File: config.mk
export PLATFORM = sky130hd
export DESIGN_NAME = mem_write_arbiter_flat
export DESIGN_NICKNAME = d
export VERILOG_FILES = /design/src/rtl/mem_write_arbiter_if.sv /design/src/rtl/mem_write_arbiter.sv /design/src/flat_wrapper.sv
export SDC_FILE = /design/constraint.sdc
export NUM_CORES = 1
export LEC_CHECK = 0
export CORE_MARGIN = 3
export CORE_UTILIZATION = 30
export CTS_CLUSTER_SIZE = 8
export DETAILED_ROUTE_END_ITERATION = 10
export GPL_ROUTABILITY_DRIVEN = 1
export PLACE_DENSITY_LB_ADDON = 0.05
export SYNTH_ARGS = -nofsm -noshare
export SYNTH_HDL_FRONTEND = slang
export SYNTH_SLANG_ARGS = --single-unit
File: constraint.sdc
create_clock -name i_clock -period 1.6 [get_ports i_clock]
set_input_delay 0.32 -clock i_clock [delete_from_list [all_inputs] [get_ports i_clock]]
set_output_delay 0.32 -clock i_clock [all_outputs]
set_load 0.02 [all_outputs]
File: src/rtl/mem_write_arbiter_if.sv
// Request/acknowledge and memory write bus between the two requesters and the
// shared memory write port. The requester side drives master, the arbiter slave.
// Signals: req0/addr0/data0/ack0 (CPU), req1/addr1/data1/ack1 (I/O),
//          mem_write/mem_addr/mem_data (to memory), busy (arbiter status).
interface mem_write_arbiter_if #(
  parameter int DATA_W = 16,
  parameter int ADDR_W = 8
);
  logic              req0;
  logic [ADDR_W-1:0] addr0;
  logic [DATA_W-1:0] data0;
  logic              ack0;
  logic              req1;
  logic [ADDR_W-1:0] addr1;
  logic [DATA_W-1:0] data1;
  logic              ack1;
  logic              mem_write;
  logic [ADDR_W-1:0] mem_addr;
  logic [DATA_W-1:0] mem_data;
  logic              busy;

  modport master (
    output req0, addr0, data0, req1, addr1, data1,
    input  ack0, ack1, mem_write, mem_addr, mem_data, busy
  );

  modport slave (
    input  req0, addr0, data0, req1, addr1, data1,
    output ack0, ack1, mem_write, mem_addr, mem_data, busy
  );
endinterface

File: src/rtl/mem_write_arbiter.sv
// Two-port arbiter/sequencer for the shared memory write port: grants one
// requester, holds mem_write for WAIT_CYCLES cycles, then pulses that port's ack.
// Latency: req sampled at edge E -> mem_write E..E+WAIT_CYCLES-1, ack at E+WAIT_CYCLES.
// Backpressure: requests are only sampled in IDLE; a requester holds req until ack.
// Ports: i_clock, i_reset (async, active-high), io_bus (mem_write_arbiter_if.slave).
// Build option: define MEMARB_ROUND_ROBIN_EN for round-robin tie-break; otherwise
// port 0 always wins ties.
module mem_write_arbiter #(
  parameter int DATA_W      = 16,
  parameter int ADDR_W      = 8,
  parameter int WAIT_CYCLES = 2
) (
  input  logic                 i_clock,
  input  logic                 i_reset,
  mem_write_arbiter_if.slave   io_bus
);

  typedef enum logic [1:0] {
    ST_IDLE  = 2'd0,
    ST_WRITE = 2'd1,
    ST_ACK   = 2'd2
  } state_t;

  localparam logic [3:0] CNT_LOAD = 4'(WAIT_CYCLES - 1);

  state_t            r_state;
  logic [3:0]        r_cnt;
  logic              r_grant;      // port owning the current access
  logic              r_mem_write;
  logic [ADDR_W-1:0] r_mem_addr;
  logic [DATA_W-1:0] r_mem_data;
  logic              r_ack0;
  logic              r_ack1;
  logic              r_busy;
  logic              w_pick1;      // 1 when port 1 wins this IDLE sample
  logic              w_any_req;

`ifdef MEMARB_ROUND_ROBIN_EN
  logic              r_last_grant; // most recent winner; reset to 1 so the first tie goes to port 0
`endif

  assign w_any_req = io_bus.req0 | io_bus.req1;

  always_comb begin
    w_pick1 = 1'b0;
    if (io_bus.req1 && !io_bus.req0) begin
      w_pick1 = 1'b1;
    end else if (io_bus.req1 && io_bus.req0) begin
`ifdef MEMARB_ROUND_ROBIN_EN
      w_pick1 = ~r_last_grant;
`else
      w_pick1 = 1'b0;
`endif
    end
  end

  always_ff @(posedge i_clock or posedge i_reset) begin
    if (i_reset) begin
      r_state      <= ST_IDLE;
      r_cnt        <= 4'd0;
      r_grant      <= 1'b0;
      r_mem_write  <= 1'b0;
      r_mem_addr   <= '0;
      r_mem_data   <= '0;
      r_ack0       <= 1'b0;
      r_ack1       <= 1'b0;
      r_busy       <= 1'b0;
`ifdef MEMARB_ROUND_ROBIN_EN
      r_last_grant <= 1'b1;
`endif
    end else begin
      case (r_state)
        ST_IDLE: begin
          if (w_any_req) begin
            r_grant     <= w_pick1;
            r_mem_addr  <= w_pick1 ? io_bus.addr1 : io_bus.addr0;
            r_mem_data  <= w_pick1 ? io_bus.data1 : io_bus.data0;
            r_mem_write <= 1'b1;
            r_cnt       <= CNT_LOAD;
            r_busy      <= 1'b1;
            r_state     <= ST_WRITE;
`ifdef MEMARB_ROUND_ROBIN_EN
            r_last_grant <= w_pick1;
`endif
          end
        end

        ST_WRITE: begin
          // Address/data are held; only the counter moves until it expires.
          if (r_cnt == 4'd0) begin
            r_mem_write <= 1'b0;
            r_ack0      <= ~r_grant;
            r_ack1      <= r_grant;
            r_state     <= ST_ACK;
          end else begin
            r_cnt <= r_cnt - 4'd1;
          end
        end

        ST_ACK: begin
          // Requests are deliberately ignored here so the requester can drop req
          // on the ack edge without being granted a second time.
          r_ack0  <= 1'b0;
          r_ack1  <= 1'b0;
          r_busy  <= 1'b0;
          r_state <= ST_IDLE;
        end

        default: begin
          r_ack0      <= 1'b0;
          r_ack1      <= 1'b0;
          r_busy      <= 1'b0;
          r_mem_write <= 1'b0;
          r_state     <= ST_IDLE;
        end
      endcase
    end
  end

  assign io_bus.mem_write = r_mem_write;
  assign io_bus.mem_addr  = r_mem_addr;
  assign io_bus.mem_data  = r_mem_data;
  assign io_bus.ack0      = r_ack0;
  assign io_bus.ack1      = r_ack1;
  assign io_bus.busy      = r_busy;

endmodule

File: src/flat_wrapper.sv
// flat-port wrapper written by rule: the top's interface ports become plain ports
module mem_write_arbiter_flat 
#(
  parameter int DATA_W      = 16,
  parameter int ADDR_W      = 8,
  parameter int WAIT_CYCLES = 2
)
  (i_clock, i_reset, io_bus_req0, io_bus_addr0, io_bus_data0, io_bus_req1, io_bus_addr1, io_bus_data1, io_bus_ack0, io_bus_ack1, io_bus_mem_write, io_bus_mem_addr, io_bus_mem_data, io_bus_busy);
  mem_write_arbiter_if #(.DATA_W(DATA_W), .ADDR_W(ADDR_W)) io_bus_i ();
  input  logic i_clock;
  input  logic i_reset;
  input wire logic [$bits(io_bus_i.req0)-1:0] io_bus_req0;
  input wire logic [$bits(io_bus_i.addr0)-1:0] io_bus_addr0;
  input wire logic [$bits(io_bus_i.data0)-1:0] io_bus_data0;
  input wire logic [$bits(io_bus_i.req1)-1:0] io_bus_req1;
  input wire logic [$bits(io_bus_i.addr1)-1:0] io_bus_addr1;
  input wire logic [$bits(io_bus_i.data1)-1:0] io_bus_data1;
  output wire logic [$bits(io_bus_i.ack0)-1:0] io_bus_ack0;
  output wire logic [$bits(io_bus_i.ack1)-1:0] io_bus_ack1;
  output wire logic [$bits(io_bus_i.mem_write)-1:0] io_bus_mem_write;
  output wire logic [$bits(io_bus_i.mem_addr)-1:0] io_bus_mem_addr;
  output wire logic [$bits(io_bus_i.mem_data)-1:0] io_bus_mem_data;
  output wire logic [$bits(io_bus_i.busy)-1:0] io_bus_busy;
  assign io_bus_i.req0 = io_bus_req0;
  assign io_bus_i.addr0 = io_bus_addr0;
  assign io_bus_i.data0 = io_bus_data0;
  assign io_bus_i.req1 = io_bus_req1;
  assign io_bus_i.addr1 = io_bus_addr1;
  assign io_bus_i.data1 = io_bus_data1;
  assign io_bus_ack0 = io_bus_i.ack0;
  assign io_bus_ack1 = io_bus_i.ack1;
  assign io_bus_mem_write = io_bus_i.mem_write;
  assign io_bus_mem_addr = io_bus_i.mem_addr;
  assign io_bus_mem_data = io_bus_i.mem_data;
  assign io_bus_busy = io_bus_i.busy;
  mem_write_arbiter #(.DATA_W(DATA_W), .ADDR_W(ADDR_W), .WAIT_CYCLES(WAIT_CYCLES)) u_core (.i_clock(i_clock), .i_reset(i_reset), .io_bus(io_bus_i));
endmodule
## Word-level counts from Yosys, hierarchy flattened

Index checks and enable logic that the tools add are counted.

- Bits in registers: 35
- Input bits: 52
- Logic and storage cells: 48
- Output and inout port bits: 28

- Add/subtract/negate cells: 1
- Muxes and demuxes: 17
- Eq/ne operators: 5
- Bitwise logic cells: 5
- Reduce and logical (&&, ||, !) cells: 11

Operators by type and width:

| cell | count |
|---|---|
| 16-bit two-way mux | 1 |
| 4-bit two-way mux | 2 |
| 8-bit two-way mux | 1 |
| 4-bit one-hot mux with 2 select lines | 1 |
| 2-bit AND reduction | 4 |
| 1-bit one-hot mux with 2 select lines | 3 |
| 3-bit AND reduction | 2 |
| 1-bit two-way mux | 5 |
| 4-bit logical NOT | 1 |
| 2-bit two-way mux | 2 |
| 2-bit by 1-bit inequality test with 1-bit output, second input constant | 2 |
| 1-bit NOT | 4 |
| 2-bit one-hot mux with 2 select lines | 1 |
| 4-bit by 1-bit subtractor with 4-bit output, second input constant | 1 |
| 1-bit one-hot mux with 3 select lines | 1 |
| 2-bit by 1-bit == test with 1-bit output, second input constant | 1 |
| 2-bit == test, second input constant | 1 |
| 2-bit logical NOT | 1 |
| 2-bit inequality test, second input constant | 1 |
| 2-bit nonzero test | 1 |
| 1-bit logical AND | 1 |
| 1-bit logical NOT | 1 |
| 1-bit OR | 1 |

## Longest topological paths before layout

- Depth in word-level cells: 4
- Mapped depth: 5
- Depth with buffers taken out: 5

## Least setup slack after synthesis

No wires, ideal clock.

- Path kind: flip-flop to flip-flop
- From: register u_core.r_cnt[0]
- To: register u_core.r_ack1 (netlist: u_core.io_bus.ack1)
- Arrival: 1.372 ns
- Slack: 0.101 ns
- Stages on the path, launching flop included: 6
- Clock period less this slack: 1.499 ns
- Setup time: 0.128 ns
- Buffers on the path: 0
- Data required time: 1.472 ns
- Path through: dfrtp_1 inv_1 ha_1 nor3b_1 nand2_1 mux2_1

- Word-level cells in the longest chain between the ends: 3

Ends and longest elaborated chain:

| element | RTL line | source |
|---|---|---|
| from (decl) | mem_write_arbiter.sv:27 | `logic [3:0] r_cnt;` |
| from (signal assigned) | mem_write_arbiter.sv:96 | `r_cnt <= r_cnt - 4'd1;` |
| 4-bit logical NOT | mem_write_arbiter.sv:90 | `if (r_cnt == 4'd0) begin` |
| 2-bit by 1-bit inequality test with 1-bit output (no source line) | n/a |  |
| 2-bit AND reduction (no source line) | n/a |  |
| to (signal assigned) | mem_write_arbiter.sv:93 | `r_ack1 <= r_grant;` |
| to (decl) | mem_write_arbiter.sv:33 | `logic r_ack1;` |

No other way between the ends.
A chain may end at the register's enable or synchronous reset.

## Worst setup path after layout

- From: register u_core.r_mem_data[5] (netlist: u_core.io_bus.mem_data[5])
- To: output io_bus_mem_data[5]

RTL lines:

| element | RTL line | source |
|---|---|---|
| from (decl) | mem_write_arbiter.sv:31 | `logic [DATA_W-1:0] r_mem_data;` |
| from (signal assigned) | mem_write_arbiter.sv:77 | `r_mem_data <= w_pick1 ? io_bus.data1 : io_bus.data0;` |
| to (decl) | flat_wrapper.sv:22 | `output wire logic [$bits(io_bus_i.mem_data)-1:0] io_bus_mem_data;` |

No word-level cell between the ends.

==> flow_summary.toml <==
[run_status]
status = "complete, no violations"

[setup_path]
required_ns = 1.28
path_buf_inv = 1
slowest_stage = "clkdlybuf4s50_1"
cp_slowest_stage_delay_ns = 0.61
startpoint = "u_core.io_bus.mem_data[5]$_DFFE_PP0P_"
path_cells = "clkdlybuf4s50_1"
critPathKind = "reg2out"
start_kind = "flop"
cp_max_fo = 2
path_delay_family = "buffers and inverters"
end_kind = "output port"
r2r-start = "u_core.r_state[1]$_DFFE_PP0P_"
arrival_ns = 1.25

[timing]
final.setup.tns_ns = 0
fin_ws_ns = 0.0318
setup_violations = 0
slew_headroom_pct = 74.1
period_needed_ns = 1.57
tightestPinTransition_ns = 0.389
hold_viol_final = 0
slew_viol_final = 0
min_period_over_period_pct = 98.0
fin_skew_ns = 0.00461
timing.fmax_mhz = 638

[global_routing]
grt_pass1_wl_um = 7850
grt_remaining_overflow = 0
grt_pass1_vias = 1611
grt_max_degree = 36
grt_antenna_before_repair = 0
track_usage_pct = 15.9

[route]
drt_iter0_drc = 64
wl_per_cell_um = 15.2
drtAntennaViolNets = 0
drt_wl_total_um = 4840
detail_route.first_pass.iterations = 4
viasPerCell = 4.82
route.detailed.drc = 0
vias = 1537

[finish]
fin_util_pct = 54.1
diodes = 0
register_area_um2 = 877
area_growth_pct = 71.2
fin_nets = 302
multi_input_area_um2 = 723
drive_gt1_share_pct = 12.0
fillers = 493

[yosys]
synth_edf_count = 0
synth-adder-area-share_pct = 1.52
synth_warnings = 0
synth_cells = 156
syn_area_per_cell_um2 = 10.5
ys_ff_latch = 35
synth.distinct_cells = 23
synthArstFlopShare_pct = 100
synthTopCellsByArea = "dfrtp_1 (53%), mux2i_1 (15%), o21ai_0 (7.9%)"
synth_compound_area_share_pct = 18.5
synthMuxAreaShare_pct = 16.6
synth_top_cell_by_area = "dfrtp_1"
synth_simple_gate_area_share_pct = 6.24
netlist.area_leader.share_pct = 53.3
seq_area_frac_synth_pct = 53.3
syn-num-nets = 210
synth_top_family_by_area = "compound AO/OA/AOI/OAI gates"
synth_xor_area_share_pct = 0
synth_flop_cell = "dfrtp_1"
syn_area_um2 = 1640

[power_and_ir_drop]
pwr_density_cell_nw_per_um2 = 1700
peakVddDrop_mv = 0.625
power_mw = 4.80
power.leakage_nw = 1.42

[floorplanning]
io_pins = 80
fp-row-count = 26
die_h_um = 80.0
die_w_um = 80.0
fp.coreArea_um2 = 5200
initial_core_util_pct = 31.6
die_area_um2 = 6400

[clocking]
cts-root-buf = "clkbuf_8"
h-tree-depth = 2
clk_pin_slew_ns = 0.07
cts.sinks = 35
clk_latency_ns = 0.28
hold_buffers = 0
clk_path_buf_depth = 2
numCtsBuffers = 5
cts_tree = "done"

[place]
place_hpwl_um = 3660
port_buffers = 79
place_congestion = 0.806
post-place-ws_ns = -0.0726

[hold_path]
hp-class = "in2async"

[flow_run]
cap_violations = 0
## stage by stage
stage               hold WS [ns]  instance area [um^2]  std cells
finish                     0.381                  2820        319
global route               0.435                  2820        319
CTS                        0.383                  2740        318
detailed placement         0.496                  2640        310
global placement           0.459                  2640        310
floorplan                  0.406                  1640        156
## kinds of logic after synthesis
| kind of cell | Yosys count |
|---|---|
| AOI/OAI and AO/OA | 59 |
| DFF | 35 |
| muxes | 27 |
| and+or+nand+nor | 17 |
| buffers and inverters | 16 |
| adders and majority gates | 2 |
## placed cells by master, fill, tap and decap left out, types with 2 or more instances in the layout
cell / synthesis / final
o21ai_1: 26 / 25
clkbuf_8: 0 / 7
buf_12: 0 / 3
buf_4: 0 / 13
nor2_1: 3 / 3
dfrtp_1: 35 / 34
ha_1: 2 / 2
mux2i_1: 25 / 25
clkdlybuf4s50_1: 0 / 55
o21ai_0: 26 / 26
dlymetal6s2s_1: 0 / 23
or4_1: 2 / 2
nor2b_1: 4 / 3
inv_1: 6 / 6
nand2b_1: 3 / 3
a21oi_2: 0 / 2
a21oi_1: 4 / 2
## cell usage after synthesis, drive strengths merged, types with 2 or more instances
cell type and count:
or4 2, mux2 2, ha 2, a21oi 4
dfrtp 35, mux2i 25, o21ai 52, nand2b 3
nor2b 4, nor2 3, buf 3, inv 6
clkbuf 7
## flip-flops by register name, indices dropped and copies added, names as in the netlist
register and count:
u_core.io_bus.ack0 1, u_core.io_bus.ack1 1, u_core.io_bus.busy 1, u_core.io_bus.mem_addr 8
u_core.io_bus.mem_data 16, u_core.io_bus.mem_write 1, u_core.r_cnt 4, u_core.r_grant 1
u_core.r_state 2
## where the power goes
part           switching (mW)  internal (mW)  total [mW]  leakage [nW]
logic                    1.33           1.22        2.54         0.943
clock network           0.306          0.393       0.699        0.0515
registers               0.240           1.31        1.56         0.431
total                    1.87           2.93        4.80          1.42
## path summary, 6_finish.rpt
| check | endpoint | slack [ns] | cells past startpoint |
|---|---|---|---|
| max in group asynchronous | u_core.r_state[0]$_DFFE_PP0P_ | 1.03 | 3 |
| worst min-delay path | u_core.io_bus.mem_data[7]$_DFFE_PP0P_ | 0.38 | 3 |
| min in group i_clock | u_core.io_bus.ack0$_DFFE_PP0P_ | 0.50 | 1 |
| worst max-delay path | io_bus_mem_data[5] | 0.03 | 1 |
| worst min register to register | u_core.io_bus.ack0$_DFFE_PP0P_ | 0.50 | 1 |
| worst max register to register | u_core.r_cnt[3]$_DFFE_PP0P_ | 0.06 | 3 |
## layer usage
| metal | track usage [%] | share of wire [%] | wire [um] | up-vias |
|---|---|---|---|---|
| li1 | - | - | - | 742 |
| met1 | 19.0 | 41 | 2000 | 743 |
| met2 | 27.8 | 53 | 2550 | 45 |
| met3 | 3.72 | 4.9 | 235 | 7 |
| met4 | 5.57 | 1.3 | 61 | 0 |
| met5 | 0 | 0 | 0 | - |
## layout make-up
| type | count | area share, % |
|---|---|---|
| Timing Repair Buffer | 95 | 35.7 |
| Sequential cell | 35 | 31.2 |
| Multi-Input combinational cell | 105 | 25.7 |
| Clock buffer | 8 | 3.56 |
| Tap cell | 70 | 3.11 |
| Inverter | 6 | 0.800 |
## what timing repair did
action	CTS	global route
gates resized for setup	1	26
gates cloned	0	0
endpoints found under the setup margin	1	25
setup buffers	0	1
(Power assumes the default switching activity.)
